==> config.mk <==
export PLATFORM = sky130hd
export DESIGN_NAME = instr_sequencer_flat
export DESIGN_NICKNAME = d
export VERILOG_FILES = /design/src/rtl/instr_sequencer_pkg.sv /design/src/rtl/instr_sequencer_if.sv /design/src/rtl/instr_sequencer_timeout_ctr.sv /design/src/rtl/instr_sequencer.sv /design/src/flat_wrapper.sv
export SDC_FILE = /design/constraint.sdc
export NUM_CORES = 1
export LEC_CHECK = 0
export CORE_AREA = 3 3 96 116
export CTS_CLUSTER_DIAMETER = 80
export DETAILED_ROUTE_END_ITERATION = 10
export DIE_AREA = 0 0 99 119
export PLACE_DENSITY_LB_ADDON = 0.15
export SYNTH_ARGS = -nofsm -noshare
export SYNTH_HDL_FRONTEND = slang
export SYNTH_SLANG_ARGS = --single-unit
==> constraint.sdc <==
create_clock -name clk -period 3 [get_ports clk]
set_clock_uncertainty 0.15 [all_clocks]
set_input_delay 0.6 -clock clk [delete_from_list [all_inputs] [get_ports clk]]
set_output_delay 0.6 -clock clk [all_outputs]
set_load 0.005 [all_outputs]
==> src/rtl/instr_sequencer_pkg.sv <==
// uc_pkg: opcodes, fault codes and sequencer state shared by the microcontroller core.
package uc_pkg;
  localparam logic [3:0] OP_NOP  = 4'h0;
  localparam logic [3:0] OP_MOV  = 4'h6;
  localparam logic [3:0] OP_HALT = 4'hF;
  localparam logic [1:0] FC_NONE       = 2'b00;
  localparam logic [1:0] FC_ILLEGAL    = 2'b01;
  localparam logic [1:0] FC_TIMEOUT    = 2'b10;
  localparam logic [1:0] FC_WRONG_DONE = 2'b11;
  typedef enum logic [2:0] {S_IDLE, S_FETCH, S_DECODE, S_EXEC, S_HALT, S_FAULT} seq_state_t;
  function automatic logic [15:0] op_onehot(input logic [3:0] op);
    return 16'h0001 << op;
  endfunction
endpackage

==> src/rtl/instr_sequencer_if.sv <==
// instr_sequencer_if: program-memory, instruction-bus and status signals of the sequencer.
interface instr_sequencer_if #(parameter int PC_W = 8);
  logic run, mem_rd, mem_valid, busy, halted, fault;
  logic [15:0] mem_data, ir, unit_start, unit_done;
  logic [PC_W-1:0] pc;
  logic [1:0] fault_code;
  modport master (
    input  run, mem_data, mem_valid, unit_done,
    output mem_rd, pc, ir, unit_start, busy, halted, fault, fault_code
  );
  modport slave (
    output run, mem_data, mem_valid, unit_done,
    input  mem_rd, pc, ir, unit_start, busy, halted, fault, fault_code
  );
endinterface

==> src/rtl/instr_sequencer_timeout_ctr.sv <==
// seq_timeout_ctr: clear/enable cycle counter that saturates at TIMEOUT-1 and flags it.
module seq_timeout_ctr #(
  parameter int TIMEOUT = 16
) (
  input  logic clk,
  input  logic rst,
  input  logic clr_i,
  input  logic en_i,
  output logic tc_o
);
  localparam int W = TIMEOUT > 1 ? $clog2(TIMEOUT) : 1;
  logic [W-1:0] cnt_q, cnt_d;
  assign tc_o = cnt_q == W'(TIMEOUT - 1);
  always_comb cnt_d = clr_i ? '0 : (en_i && !tc_o) ? cnt_q + 1'b1 : cnt_q;
  always_ff @(posedge clk or posedge rst)
    if (rst) cnt_q <= '0;
    else cnt_q <= cnt_d;
endmodule

==> src/rtl/instr_sequencer.sv <==
// instr_sequencer: fetch/decode/dispatch controller owning PC and IR, one execution unit per instruction.
module instr_sequencer
  import uc_pkg::*;
#(
  parameter int          PC_W      = 8,
  parameter int          TIMEOUT   = 16,
  parameter logic [15:0] UNIT_MASK = 16'h0040
) (
  input logic clk,
  input logic rst,
  instr_sequencer_if.master bus
);
  seq_state_t state_q, state_d;
  logic [PC_W-1:0] pc_q, pc_d;
  logic [15:0] ir_q, ir_d, ir_bus_q, ir_bus_d, start_q, start_d;
  logic [1:0] fc_q, fc_d;
  logic [3:0] op;
  logic [15:0] op_bit;
  logic tmo;
  assign op = ir_q[15:12];
  assign op_bit = op_onehot(op);
  seq_timeout_ctr #(.TIMEOUT(TIMEOUT)) u_tmo (
    .clk   (clk),
    .rst   (rst),
    .clr_i (state_q != S_EXEC),
    .en_i  (state_q == S_EXEC),
    .tc_o  (tmo)
  );
  always_ff @(posedge clk or posedge rst)
    if (rst) begin
      state_q  <= S_IDLE;
      pc_q     <= '0;
      ir_q     <= '0;
      ir_bus_q <= '0;
      start_q  <= '0;
      fc_q     <= FC_NONE;
    end else begin
      state_q  <= state_d;
      pc_q     <= pc_d;
      ir_q     <= ir_d;
      ir_bus_q <= ir_bus_d;
      start_q  <= start_d;
      fc_q     <= fc_d;
    end
  always_comb begin
    state_d = state_q;
    pc_d    = pc_q;
    ir_d    = ir_q;
    fc_d    = fc_q;
    case (state_q)
      S_IDLE: state_d = bus.run ? S_FETCH : S_IDLE;
      S_FETCH:
        if (bus.mem_valid) begin
          ir_d    = bus.mem_data;
          pc_d    = pc_q + 1'b1;
          state_d = S_DECODE;
        end
      S_DECODE:
        if (op == OP_NOP) state_d = bus.run ? S_FETCH : S_IDLE;
        else if (op == OP_HALT) state_d = S_HALT;
        else if (!UNIT_MASK[op]) begin
          state_d = S_FAULT;
          fc_d    = FC_ILLEGAL;
        end else state_d = S_EXEC;
      S_EXEC:
        // a stray done from another unit outranks our own done in the same cycle
        if (|(bus.unit_done & ~op_bit)) begin
          state_d = S_FAULT;
          fc_d    = FC_WRONG_DONE;
        end else if (|(bus.unit_done & op_bit)) state_d = bus.run ? S_FETCH : S_IDLE;
        else if (tmo) begin
          state_d = S_FAULT;
          fc_d    = FC_TIMEOUT;
        end
      S_HALT: state_d = bus.run ? S_HALT : S_IDLE;
      default: state_d = state_q;
    endcase
    ir_bus_d = state_d == S_EXEC ? ir_q : '0;
    start_d  = (state_q == S_DECODE && state_d == S_EXEC) ? op_bit : '0;
  end
  always_comb begin
    bus.mem_rd     = state_q == S_FETCH;
    bus.pc         = pc_q;
    bus.ir         = ir_bus_q;
    bus.unit_start = start_q;
    bus.busy       = state_q inside {S_FETCH, S_DECODE, S_EXEC};
    bus.halted     = state_q == S_HALT;
    bus.fault      = state_q == S_FAULT;
    bus.fault_code = fc_q;
  end
  a_start_onehot: assert property (@(posedge clk) disable iff (rst) $onehot0(bus.unit_start));
  a_ir_only_exec: assert property (@(posedge clk) disable iff (rst) (bus.ir != 16'h0) |-> state_q == S_EXEC);
endmodule
==> src/flat_wrapper.sv <==
// flat-port wrapper written by rule: the top's interface ports become plain ports
module instr_sequencer_flat import uc_pkg::*;
#(
  parameter int          PC_W      = 8,
  parameter int          TIMEOUT   = 16,
  parameter logic [15:0] UNIT_MASK = 16'h0040
)
  (clk, rst, bus_run, bus_mem_data, bus_mem_valid, bus_unit_done, bus_mem_rd, bus_pc, bus_ir, bus_unit_start, bus_busy, bus_halted, bus_fault, bus_fault_code);
  instr_sequencer_if #(.PC_W(PC_W)) bus_i ();
  input logic clk;
  input logic rst;
  input wire logic [$bits(bus_i.run)-1:0] bus_run;
  input wire logic [$bits(bus_i.mem_data)-1:0] bus_mem_data;
  input wire logic [$bits(bus_i.mem_valid)-1:0] bus_mem_valid;
  input wire logic [$bits(bus_i.unit_done)-1:0] bus_unit_done;
  output wire logic [$bits(bus_i.mem_rd)-1:0] bus_mem_rd;
  output wire logic [$bits(bus_i.pc)-1:0] bus_pc;
  output wire logic [$bits(bus_i.ir)-1:0] bus_ir;
  output wire logic [$bits(bus_i.unit_start)-1:0] bus_unit_start;
  output wire logic [$bits(bus_i.busy)-1:0] bus_busy;
  output wire logic [$bits(bus_i.halted)-1:0] bus_halted;
  output wire logic [$bits(bus_i.fault)-1:0] bus_fault;
  output wire logic [$bits(bus_i.fault_code)-1:0] bus_fault_code;
  assign bus_i.run = bus_run;
  assign bus_i.mem_data = bus_mem_data;
  assign bus_i.mem_valid = bus_mem_valid;
  assign bus_i.unit_done = bus_unit_done;
  assign bus_mem_rd = bus_i.mem_rd;
  assign bus_pc = bus_i.pc;
  assign bus_ir = bus_i.ir;
  assign bus_unit_start = bus_i.unit_start;
  assign bus_busy = bus_i.busy;
  assign bus_halted = bus_i.halted;
  assign bus_fault = bus_i.fault;
  assign bus_fault_code = bus_i.fault_code;
  instr_sequencer #(.PC_W(PC_W), .TIMEOUT(TIMEOUT), .UNIT_MASK(UNIT_MASK)) u_core (.clk(clk), .rst(rst), .bus(bus_i));
endmodule
# Word level (Yosys, flattened, before mapping)
# Memory sizes are Yosys's and may differ from the RTL's.
# Index checks and enable logic that the tools add are counted.
[totals]
output_inout_bits = 46
regBits = 65
elab_cells = 63
in_bits = 36
romBits = 16
n_memories = 1
[op_classes]
add_sub_neg = 2
n_eq_ne = 14
n_lt_le_gt_ge = 1
muxes = 22
n_bitwise = 3
n_reduce_logical = 12
shifts = 1
[memory_table]
columns = ["name", "words", "word_bits", "rd", "rd_clocked_by_memory_dff", "write_ports", "line_no", "source"]
rows = [
  ["(name not given)", 16, 1, 1, 0, 0, "instr_sequencer.sv:61", "else if (!UNIT_MASK[op]) begin"],
]
[ops]
columns = ["operator", "n"]
rows = [
  ["$and 16x16->16", 2],
  ["$mux 16", 2],
  ["$reduce_or 16->1", 2],
  ["$mux 3", 8],
  ["$not 16->16", 1],
  ["$shl 1x4->16 const A", 1],
  ["$pmux 3 s5", 1],
  ["$mux 2", 6],
  ["$eq 3x2->1 const B", 3],
  ["$add 8x1->8 const B", 1],
  ["$eq 4x4->1 const B", 2],
  ["$mux 4", 2],
  ["$eq 3x3->1 const B", 2],
  ["$ne 2x2->1 const B", 3],
  ["$ne 3x2->1 const B", 2],
  ["$reduce_and 6->1", 1],
  ["$lt 4x5->1 const B", 1],
  ["$add 4x1->4 const B", 1],
  ["$logic_not 4->1", 1],
  ["$pmux 2 s2", 1],
  ["$reduce_bool 2->1", 2],
  ["$eq 3x1->1 const B", 1],
  ["$logic_not 3->1", 1],
  ["$ne 3x1->1 const B", 1],
  ["5 further kinds", 7],
]

# Depth between registers and ports, before layout
# Gate-level depths: netlist of run 1.
[logic_depth]
depth_word = 9
ltp_mapped = 10
depth_no_buf = 6

# Cells and area by module
# From an unflattened synthesis of run 1, not the netlist that was laid out.
[hier_totals]
cells_unflattened = 266
hier_area_um2 = 3108.0
[by_module_without_submodules]
columns = ["mod", "area_per_inst_um2", "instances", "cells_each", "seq_area_each_um2"]
rows = [
  ["instr_sequencer", 2875.3, 1, 245, 1526.5],
  ["seq_timeout_ctr", 232.7, 1, 21, 100.1],
]

# Least setup slack after synthesis of run 1
# No wires, ideal clock.
[synth_timing]
kind = "input port to flip-flop"
from = "in bus_unit_done[3]"
to = "reg u_core.ir_bus_q[10] (netlist: u_core.bus.ir[10])"
n_path_buf = 1
t_required_ps = 2726
slack_ps = 400
cell_stages = 7
arrival_ps = 2326
setup_time_ps = 124
path_cell_list = "or4b_1 > a21oi_1 > o22ai_1 > or4_4 > o31ai_4 > buf_4 > nor3b_1"
[synth_via]
elab_chain_cells = 7
elab_cells_between_ends = 9
cone_classes = "1 x eq/ne; 4 x mux; 2 x bitwise; 2 x reduce/logical"
[synth_lines]
columns = ["item", "line_no", "source"]
rows = [
  ["from (decl)", "flat_wrapper.sv:15", "input wire logic [$bits(bus_i.unit_done)-1:0] bus_unit_done;"],
  ["$and 16x16->16", "instr_sequencer.sv:70", "end else if (|(bus.unit_done & op_bit)) state_d = bus.run ? S_FETCH : S_IDLE;"],
  ["$reduce_or 16->1", "instr_sequencer.sv:70", ""],
  ["$mux 3", "instr_sequencer.sv:70", ""],
  ["$mux 3 (*)", "instr_sequencer.sv:67", "if (|(bus.unit_done & ~op_bit)) begin"],
  ["$pmux 3 s5 (*)", "instr_sequencer.sv:50", "case (state_q)"],
  ["$eq 3x2->1 (*)", "instr_sequencer.sv:78", "ir_bus_d = state_d == S_EXEC ? ir_q : '0;"],
  ["$mux 16 (*)", "instr_sequencer.sv:78", ""],
  ["via u_core.ir_bus_d[10]", "instr_sequencer.sv:15", "logic [15:0] ir_q, ir_d, ir_bus_q, ir_bus_d, start_q, start_d;"],
  ["to (signal assigned)", "instr_sequencer.sv:41", "ir_bus_q <= ir_bus_d;"],
  ["to (decl)", "instr_sequencer.sv:15", ""],
]
# Mark *: on every way through the listed nets, which the timed path passes. The rest lies on a longest branch.
# A chain may end at the register's enable or synchronous reset.

# Final worst setup path of run 1
[layout_timing]
from = "in bus_unit_done[3]"
to = "reg u_core.ir_bus_q[3] (netlist: u_core.bus.ir[3])"
# Same word-level chain as after synthesis.

==> key figures, run 1 <==
Setup path
  • Kind of critical path: input port to flip-flop
  • Setup crit end kind: flip-flop
  • Critical Path Max Stage Delay: between 0.5 and 0.6 ns
  • Critical path required time: between 3 and 4 ns
  • Cell depth of the worst flop-to-flop path: 8
  • Critical-path cell list: clkdlybuf4s50_1, or4b_1, a21oi_1, o22ai_1, or4_4, o31ai_4, buf_4, nor3b_1
  • CP arrival: slightly below 3 ns
  • CP max-delay cell: or4_4
  • CP Max Fanout: 6
  • Worst setup SP type: input port

Clock network
  • Hold_buf cts: 0
  • CTS Buf Count: 9
  • Clock buffer depth: 2
  • Clock Sinks: 65
  • Clock Tree Root: clkbuf_16
  • H-tree Lvls: 3
  • CTS tree: done
  • Worst skew pair latency: about 0.32 ns
  • Post-CTS resize count: 0
  • Worst-path clk slew: 0.05 ns
  • Postcts setup bufs: 0

Logic synthesis
  • Syn Inst Count: about 270
  • Post-synthesis sequential element count: 65
  • Netlist Area Pre-Place: ~3000 sq um
  • Seq/Total Area, Yosys: 0.541
  • Ys flop type: dfrtp_1
  • Synth unique cells: 60
  • Post-synth ARST share: 1.00
  • Synth warn: 0
  • Number of flops mapped to enable cells by yosys: 0
  • Syn avg cell area: 11.3 sq um

Place
  • I/O Buffers: 81
  • Dpl hpwl: 5.62 mm
  • Dpl cell area: 4140 sq um
  • Placer Congestion: about 0.8

Routing
  • DR iter-0 viols: 97
  • Vias per cell: approximately 4.7
  • First-pass DRT Iterations: 4
  • WL/cell: ~15 microns
  • Post-route DRC violation count: 0
  • Highest routed metal layer: met4
  • Final wirelength: roughly 7.6 mm
  • Met2 WL post-DR: roughly 3.5 mm
  • Remaining antenna violation count: 0
  • Metal-1 WL: about 3.4 mm
  • Met3 WL post-DR: 623 microns
  • Vias: between 2,000 and 2,500

Finish
  • Fill cells: roughly 1,000
  • Area grow syn2layout: 48.2%
  • Fin area: 4450 sq um
  • Final net count: approximately 420
  • Share of layout cells above drive strength 1: 0.177
  • Area of the multi-input gates: between 1000 and 1500 sq um
  • Reg area: approximately 1600 sq um
  • N_diodes: 0

Power
  • VDD IR max: between 400 and 500 uV
  • Total power: 3.95 mW
  • Power density cells: roughly 900 nW/um^2
  • Leakage: 1.88 nW

Run status
  • Status: completed

Floorplanning
  • IO Pins: 82
  • Core ar.: 10,100 sq um
  • Die area: between 10,000 and 15,000 sq um
  • Core Rows: 40
  • Chip Width: approximately 100 microns
  • Initial Util: 0.299
  • Die height: approximately 120 microns

Timing
  • Final Cycle Share: 0.944
  • F_max: around 350 MHz
  • Worst-margin pin slew: 0.596 ns
  • Relative slew slack: 0.602
  • Final Critical Period: approximately 2.8 ns
  • Unrepaired setup endpoints after global routing: false
  • Pins Over Slew Limit: 0
  • Final setup viols: 0
  • Setup_tns: 0 ns
  • Final hold violations: 0

Global route
  • Total grt overflow: 0
  • All-Layer GR Usage: 0.136
  • Vias in the first global route: roughly 2,600
  • Global-route wire length before repair: approximately 13 mm
  • Pin count of the biggest net entering global routing: 47
  • Initial antenna violation count: 0

Min path
  • Worst Hold Depth: 1
  • Worst hold path class: flip-flop to flip-flop

Run
  • Max_cap viols: 0
==> cell usage after synthesis (2+ instances only) <==
library cell,number,share of area
inv_1,5,0.0062
nor4b_1,7,0.020
or3b_1,4,0.012
o21ai_0,6,0.010
and3b_1,2,0.0058
nand2b_1,2,0.0042
mux2i_1,2,0.0067
nor2_1,20,0.025
mux2_2,18,0.067
clkbuf_1,5,0.0062
nand3_1,6,0.010
or3b_2,2,0.0058
o22ai_1,5,0.010
dfrtp_1,65,0.54
nand3b_1,4,0.010
a21oi_1,8,0.013
nand4_1,4,0.0083
nor3_1,5,0.0083
ha_1,2,0.0083
nor4_1,2,0.0042
a31oi_1,3,0.0062
nor3b_1,14,0.035
buf_1,2,0.0025
or3_1,4,0.0083
nand2_1,14,0.017
buf_2,9,0.015
a211oi_1,3,0.0075
xnor2_1,7,0.020
and2_1,2,0.0042
and3_1,3,0.0062
==> metal layers <==
layer	vias up	GRT usage
li1	1178	-
met1	1168	0.170
met2	65	0.212
met3	7	0.0592
met4	0	0.0410
met5	-	0
==> worst max-delay path: cells and delay by family <==
kind                   cells  cell delay (ns)
AND/OR/NAND/NOR            3             1.09
buffers and inverters      2             0.63
AO/OA/AOI/OAI              3             0.55
==> per-stage QoR <==
stage	utilization	std cells	setup WS (ns)	hold WS [ns]
6_report	0.443	510	0.167	0.324
5_1_grt	0.443	510	0.0689	0.354
4_1_cts	0.443	510	0.164	0.330
3_5_place_dp	0.412	494	-0.174	0.316
3_3_place_gp	0.412	494	-0.177	0.315
2_1_floorplan	-	279	0.400	0.318
==> flip-flops by register name, summed over array words and instances (netlist names) <==
name and cells:
u_core.bus.unit_start 16, u_core.u_tmo.cnt_q 4, u_core.bus.fault_code 2, u_core.state_q 3
u_core.bus.ir 16, u_core.bus.pc 8, u_core.ir_q 16
==> cell families after synthesis <==
group                    share of synthesized area
AO/OA/AOI/OAI                               0.0937
XOR/XNOR                                    0.0233
adder cells (fa/ha/maj)                    0.00833
buffers and inverters                       0.0375
flip-flops                                   0.541
multiplexers                                0.0779
other                                      0.00125
AND/OR/NAND/NOR                              0.217
==> final timing paths <==
path / end / slack [ns] / from
max: u_core.bus.ir[3]$_DFF_PP0_ / 0.17 / bus_unit_done[3]
min: u_core.bus.pc[7]$_DFFE_PP0P_ / 0.32 / u_core.bus.pc[7]$_DFFE_PP0P_
max reg2reg: u_core.bus.ir[3]$_DFF_PP0_ / 0.21 / u_core.ir_q[12]$_DFFE_PP0P_
min reg2reg: u_core.bus.pc[7]$_DFFE_PP0P_ / 0.32 / u_core.bus.pc[7]$_DFFE_PP0P_
max in group asynchronous: u_core.bus.ir[14]$_DFF_PP0_ / 1.66 / rst
min in group asynchronous: u_core.bus.unit_start[10]$_DFF_PP0_ / 0.44 / rst
==> placed cells by master, fill, tap and decap left out, types with 3 or more instances in the layout <==
| cell type | instances |
|---|---|
| or3_1 | 4 |
| nand3_1 | 6 |
| nand2_1 | 14 |
| o21ai_0 | 6 |
| clkdlybuf4s50_1 | 81 |
| and3_1 | 3 |
| mux2_2 | 18 |
| clkbuf_8 | 3 |
| nand4_1 | 4 |
| nand3b_1 | 4 |
| dfrtp_1 | 65 |
| clkbuf_16 | 9 |
| nor2_1 | 20 |
| nor3_1 | 5 |
| nor3b_1 | 14 |
| a211oi_1 | 3 |
| xnor2_1 | 7 |
| inv_1 | 4 |
| buf_4 | 25 |
| conb_1 | 15 |
| or3b_1 | 4 |
| a31oi_1 | 3 |
| a21oi_1 | 8 |
| nor4b_1 | 7 |
| o22ai_1 | 5 |
==> power by group <==
group	total, mW	internal, mW	switching [mW]
clock network	1.06	0.710	0.349
logic	1.53	0.845	0.687
registers	1.35	1.11	0.243
total	3.95	2.67	1.28
==> layout make-up <==
type | count | area share
Sequential cell | 65 | 0.365
Clock inverter | 2 | 0.00787
Inverter | 6 | 0.00506
Clock buffer | 14 | 0.0615
Multi-Input combinational cell | 190 | 0.296
Timing Repair Buffer | 107 | 0.229
Tap cell | 126 | 0.0354
No activity file was read; power rests on OpenSTA's default activity.
==> run 2: changes to the inputs <==
==> constraint.sdc (replaced) <==
create_clock -name clk -period 3.33 [get_ports clk]
set_clock_uncertainty 0.15 [all_clocks]
set_input_delay 0.666 -clock clk [delete_from_list [all_inputs] [get_ports clk]]
set_output_delay 0.666 -clock clk [all_outputs]
set_load 0.005 [all_outputs]
==> run 2 against run 1 <==
Power fell by 13%. Sequential share of layout area increased by 0.86 points. Non-clock buffer count is 9 lower. First-iteration DRC count down 33%. Combinational power down 13%. Critical endpoint is now u_core.bus.ir[8]$_DFF_PP0_. Largest power group unchanged. Highest routed layer unchanged.
==> key figures, run 2 (same netlist as run 1, synthesis figures left out) <==
Timing
  • Unrepaired setup endpoints after global routing: false
  • F_max: 337 MHz
  • Relative slew slack: 0.483 (-0.119)
  • Final hold violations: 0 (unchanged)
  • Pins Over Slew Limit: 0 (unchanged)
  • Final Critical Period: a little under 3 ns
  • Final setup viols: 0 (unchanged)
  • Final Cycle Share: 0.890
  • Worst-margin pin slew: 0.775 ns (+0.179 ns)
  • Setup_tns: 0 ns (unchanged)

Power
  • Logic pwr share: 0.390 (+0.002)
  • Int Pwr: 2.26 mW (-15%)
  • Leakage: 1.82 nW (-3.2%)
  • Clock Power Share: 0.249 (-0.019)
  • Power density cells: 785 nW/um^2 (-11%)
  • Sw power: 1.16 mW (-9.7%)
  • VDD IR max: 393 uV (-2.8%)
  • Total power: 3.42 mW (-13%)
  • Sequential Power Share: 0.361 (+0.018)
  • Net switching fraction of the power: 0.338 (+0.0140)

Setup path
  • Reg-to-reg setup timing slack: 0.43 ns (+0.22 ns)
  • CP bufs+invs: 2 (unchanged)
  • Critical-path cell list: clkdlybuf4s50_1, or3b_2, a21oi_1, or3_1, a21oi_2, a311oi_2, buf_4, nor3b_1
  • Setup crit start: bus_unit_done[0]
  • CP Max Fanout: 11 (+5)
  • Worst setup SP type: input port
  • Critical path required time: 3.39 ns (+0.34 ns)
  • Critical Path Max Stage Delay: 0.70 ns (+0.13 ns)
  • Family with the most delay on the worst path: compound AO/OA/AOI/OAI gates
  • CP max-delay cell: a311oi_2
  • RR Startpoint: u_core.ir_q[12]$_DFFE_PP0P_
  • Setup crit end kind: flip-flop
  • Kind of critical path: input port to flip-flop
  • CP arrival: 3.02 ns (+0.13 ns)

Place
  • Placer Congestion: 0.856 (+7.4%)
  • Dpl cell area: 4080 sq um (-1.6%)
  • I/O Buffers: 81 (unchanged)
  • Dpl hpwl: 5.39 mm (-4.0%)

Global route
  • Global-route wire length before repair: 12.3 mm (-3.7%)
  • Initial antenna violation count: 0 (unchanged)
  • Total grt overflow: 0 (unchanged)
  • All-Layer GR Usage: 0.132 (-0.00361)
  • Vias in the first global route: 2,410 (-6.0%)
  • Pin count of the biggest net entering global routing: 66 (+40%)

Floorplanning
  • Die area: 11,800 sq um (unchanged)
  • Initial Util: 0.299 (unchanged)
  • IO Pins: 82 (unchanged)
  • Chip Width: 99 microns (unchanged)
  • Core ar.: 10,100 sq um (unchanged)
  • Die height: 119 microns (unchanged)
  • Core Rows: 40 (unchanged)

Finish
  • Final Util: 0.432 (-0.0102)
  • Area of the multi-input gates: 1320 sq um (unchanged)
  • Most common cell after layout, fill and taps aside: clkdlybuf4s50_1
  • Final net count: 408 (-2.2%)
  • Fill cells: 976 (-0.71%)
  • Fin area: 4350 sq um (-2.3%)
  • Commonest non-fill, non-tap cells in the layout: 81 x clkdlybuf4s50_1, 65 x dfrtp_1, 20 x nor2_1, 18 x mux2_2, 16 x buf_4
  • N_diodes: 0 (unchanged)
  • Reg area: 1630 sq um (unchanged)
  • Area grow syn2layout: 44.8%
  • Share of layout cells above drive strength 1: 0.160 (-0.0171)

Clock network
  • CTS tree: done
  • Hold_buf cts: 0 (unchanged)
  • Worst-path clk slew: 0.05 ns (about the same)
  • Clock buffer depth: 2 (unchanged)
  • Clock Tree Root: clkbuf_16
  • CTS Buf Count: 9 (unchanged)
  • Postcts setup bufs: 0 (unchanged)
  • H-tree Lvls: 3 (unchanged)
  • Worst skew pair latency: 0.32 ns (about the same)
  • Post-CTS resize count: 0 (unchanged)
  • Clock Sinks: 65 (unchanged)

Routing
  • DR iter-0 viols: 65 (-33%)
  • Vias per cell: 4.73 (-0.22%)
  • WL/cell: 14.9 microns (-0.33%)
  • Vias: 2,370 (-2.0%)
  • Final wirelength: 7.46 mm (-2.1%)
  • Post-route DRC violation count: 0 (unchanged)
  • Remaining antenna violation count: 0 (unchanged)
  • First-pass DRT Iterations: 4 (unchanged)

Min path
  • Origin of the worst min-delay path: u_core.bus.pc[7]$_DFFE_PP0P_
  • Worst hold path class: flip-flop to flip-flop

Run
  • Max_cap viols: 0 (unchanged)

Run status
  • Status: completed
run 2: cell types whose count changed in the layout (fill, tap and decap cells not counted), sizes merged:
cell      delta
bufinv       -1
clkinvlp     +1
clkinv       +3
buf          -9
clkbuf       -3
run 2: metal layers:
| layer | vias to the layer above | global-route usage | wire length, microns |
|---|---|---|---|
| li1 | 1156 | - | - |
| met1 | 1128 | 0.161 | 3230 |
| met2 | 77 | 0.205 | 3480 |
| met3 | 9 | 0.0603 | 660 |
| met4 | 0 | 0.0478 | 96 |
| met5 | - | 0 | 0 |
run 2: area by class of cell:
cell class / count / share of cell area
Tap cell: 126 / 0.0362
Multi-Input combinational cell: 190 / 0.303
Sequential cell: 65 / 0.374
Clock buffer: 11 / 0.0558
Timing Repair Buffer: 98 / 0.219
Inverter: 6 / 0.00518
Clock inverter: 5 / 0.00719
run 2: metrics by stage:
stage / hold slack [ns] / instances / setup slack, ns
final: 0.319 / 501 / 0.365
after global routing: 0.363 / 501 / 0.151
after floorplan: 0.318 / 279 / 0.664
after CTS: 0.329 / 501 / 0.353
after detailed placement: 0.317 / 485 / 0.0178
after global placement: 0.315 / 485 / 0.0563
run 2: path summary, 6_finish.rpt:
check / to / cells past startpoint
max in group asynchronous: u_core.ir_q[15]$_DFFE_PP0P_ / 3
min in group asynchronous: u_core.bus.unit_start[10]$_DFF_PP0_ / 3
min reg2reg: u_core.bus.pc[7]$_DFFE_PP0P_ / 1
min: u_core.bus.pc[7]$_DFFE_PP0P_ / 1
max: u_core.bus.ir[8]$_DFF_PP0_ / 8
max reg2reg: u_core.bus.ir[14]$_DFF_PP0_ / 7
run 2: power by group through the flow:
stage	Sequential [mW]	Combinational [mW]	Clock [mW]
6_report	1.24	1.33	0.851
5_1_grt	1.28	1.47	0.922
4_1_cts	1.24	1.36	0.878
3_5_place_dp	1.25	1.35	0
3_3_place_gp	1.26	1.34	0
2_1_floorplan	1.12	0.904	0
==> patch (flow settings as in run 1) <==
`pc_q` and `ir_q` no longer have a reset.
--- a/src/rtl/instr_sequencer.sv
+++ b/src/rtl/instr_sequencer.sv
@@ -30,6 +30,4 @@
     if (rst) begin
       state_q  <= S_IDLE;
-      pc_q     <= '0;
-      ir_q     <= '0;
       ir_bus_q <= '0;
       start_q  <= '0;
@@ -37,10 +35,13 @@
     end else begin
       state_q  <= state_d;
-      pc_q     <= pc_d;
-      ir_q     <= ir_d;
       ir_bus_q <= ir_bus_d;
       start_q  <= start_d;
       fc_q     <= fc_d;
     end
+
+  always_ff @(posedge clk) begin
+    pc_q <= pc_d;
+    ir_q <= ir_d;
+  end
   always_comb begin
     state_d = state_q;
Check against the original RTL: differs if rst is asserted again (counterexample within 4 cycles, from zero or initial values and one cycle with rst high); with rst held inactive, the same outputs for 10 cycles.
==> patch against run 1 <==
  * Count of clock-buffer cells in the layout down 4
  * Cell area down 0.53%
  * Power decreased by 22%
  * Die area is the same
  * Global-route usage shrank 0.13 points
  * Sequential cell count up 1
  * Largest power group is now sequential cells
  * Setup slack better by 37 ps
  * Combinational power decreased by 49%
  * Synthesized cell count increased by 1.9%
  * Area after synthesis grew 3.4%
  * Routed wire length rose by 0.55%
  * Clock power grew 8%
  * Core utilization is 0.24 points lower
==> patch: results (changes against run 1) <==
Logic synthesis
  – Post-synth top cells: 41 x dfrtp_1, 36 x nor2_1, 24 x edfxtp_1, 18 x nand2_1
  – Post-synth top area cell: dfrtp_1
  – Async S/R FF share, synth: 62.1% (-38 points)
  – Post-synth EDFFs: 24 (+24)
  – Ys Warns: 0 (unchanged)
  – Synth unique cells: 55 (-8.3%)
  – Register area share after synthesis: 56.8% (+2.7 points)
  – Area contributors post-synth: dfrtp_1 33%, edfxtp_1 23%, nor2_1 4.3%

Pwr
  – Max VDD drop: 0.330 mV (-18%)
  – Leakage Power: 0.00172 uW (-8.5%)

Timing
  – Worst relative slew slack: 57.2% (-3.1 points)
  – Final min period: 2800 ps (-37.4 ps)

Run status
  – Outcome: finished clean

Placed design
  – Port-buffer cells: 81 (unchanged)
  – Post-DP Area: 4100 um2 (-1.1%)
  – Hpwl dp: 5.48 mm (-2.5%)
  – Worst slack, placed: -22.4 ps (+151 ps)
  – GP Congestion: 0.834 (+4.6%)

Critical path
  – CP max stage cell: edfxtp_1
  – CP arrival: 2830 ps (-60 ps)
  – Setup CP Type: flip-flop to flip-flop
  – R2r endpoint: u_core.bus.fault_code[1]$_DFFE_PP0P_
  – CP Max Fanout: 19 (+13)
  – R2R cell count: 6 (-2)
  – Crit. Startpoint: u_core.ir_q[12]$_DFFE_PP_
  – Delay of the slowest critical-path stage: 760 ps (+190 ps)

Clock tree
  – Worst skew pair latency: 330 ps
  – Clk buf depth: 2 (unchanged)
  – H-tree levels: 3 (unchanged)
  – Clock transition at path regs: 60 ps
  – Post-CTS resize count: 0 (unchanged)
  – Post-CTS Setup Bufs: 0 (unchanged)

Layout
  – Antenna cell count: 0 (unchanged)
  – Share of cells above drive strength 1: 12.6% (-5.1 points)
  – Fillcell total: 942 (-4.2%)
  – Fin nets: 398 (-4.6%)

Route
  – Antenna-violating nets left: 0 (unchanged)
  – Final WL: 7.66 mm (+0.55%)
  – Via count: 2388 (-1.2%)
  – DR iter-0 viols: 89 (-8.2%)
  – Initial DRT Pass Iterations: 4 (unchanged)

Global route
  – Largest net degree at the start of global routing: 42 (-11%)
  – First-pass GRT wire length: 12.2 mm (-4.1%)
  – Overall global routing resource usage: 13.5% (-0.13 points)

Worst hold path
  – Min-delay worst type: flip-flop to flip-flop
==> patch: logic make-up (layout without fill, tap and decap cells) <==
kind of cell             Yosys count  count (layout)  share of synthesized area (%)
AND/OR/NAND/NOR                  129             129                           25.4
other                              1               2                          0.121
multiplexers                       9               9                           2.90
AO/OA/AOI/OAI                     36              36                           8.25
XOR/XNOR                           7               7                           1.97
buffers and inverters             20             114                           3.66
adder cells (fa/ha/maj)            2               2                          0.805
flip-flops                        66              66                           56.8
==> patch: through the flow <==
| step | instances | total power (uW) |
|---|---|---|
| CTS | 491 | 3130 |
| detailed placement | 475 | 1970 |
| finish | 491 | 3080 |
| global route | 491 | 3250 |
| global placement | 475 | 1960 |
| floorplan | 271 | 1600 |
==> patch: routing by layer <==
layer | routed length (um) | up-vias | global-route usage (%)
met5 | 0 | - | 0
met4 | 116 | 0 | 5.47
met3 | 415 | 8 | 4.04
met2 | 3850 | 53 | 21.8
met1 | 3280 | 1169 | 16.6
li1 | - | 1158 | -
==> patch: worst max-delay path, delay by kind of cell (launching register included) <==
family,cells,cell delay [ps]
flip-flops,1,760
AO/OA/AOI/OAI,4,800
AND/OR/NAND/NOR,2,950
==> patch: worst min path at each step <==
stage	endpoint	slack [ps]	startpoint	cells after the start
after floorplan	u_core.bus.ir[10]$_DFF_PP0_	310	u_core.ir_q[10]$_DFFE_PP_	1
after global placement	u_core.bus.ir[6]$_DFF_PP0_	320	u_core.ir_q[6]$_DFFE_PP_	1
after detailed placement	u_core.bus.ir[9]$_DFF_PP0_	340	u_core.ir_q[9]$_DFFE_PP_	1
after CTS	u_core.bus.ir[9]$_DFF_PP0_	350	u_core.ir_q[9]$_DFFE_PP_	1
after global routing	u_core.bus.ir[11]$_DFF_PP0_	370	u_core.ir_q[11]$_DFFE_PP_	1
final	u_core.bus.ir[5]$_DFF_PP0_	350	u_core.ir_q[5]$_DFFE_PP_	1
==> patch: layout make-up <==
class	count	area, um2	share of cell area, %
clock buffer	10	239	5.40
clock inverter	6	90.1	2.03
inverter	5	18.8	0.424
multi-input combinational	185	1230	27.8
sequential	66	1770	39.9
tap	126	158	3.56
timing repair buffer	93	926	20.9
==> patch: power breakdown <==
group,internal (uW),leakage (uW),switching (uW),total [uW]
logic,393,0.000787,393,787
registers,1060,0.000779,99.7,1160
clock network,751,0.000159,385,1140
total,2200,0.00172,878,3080
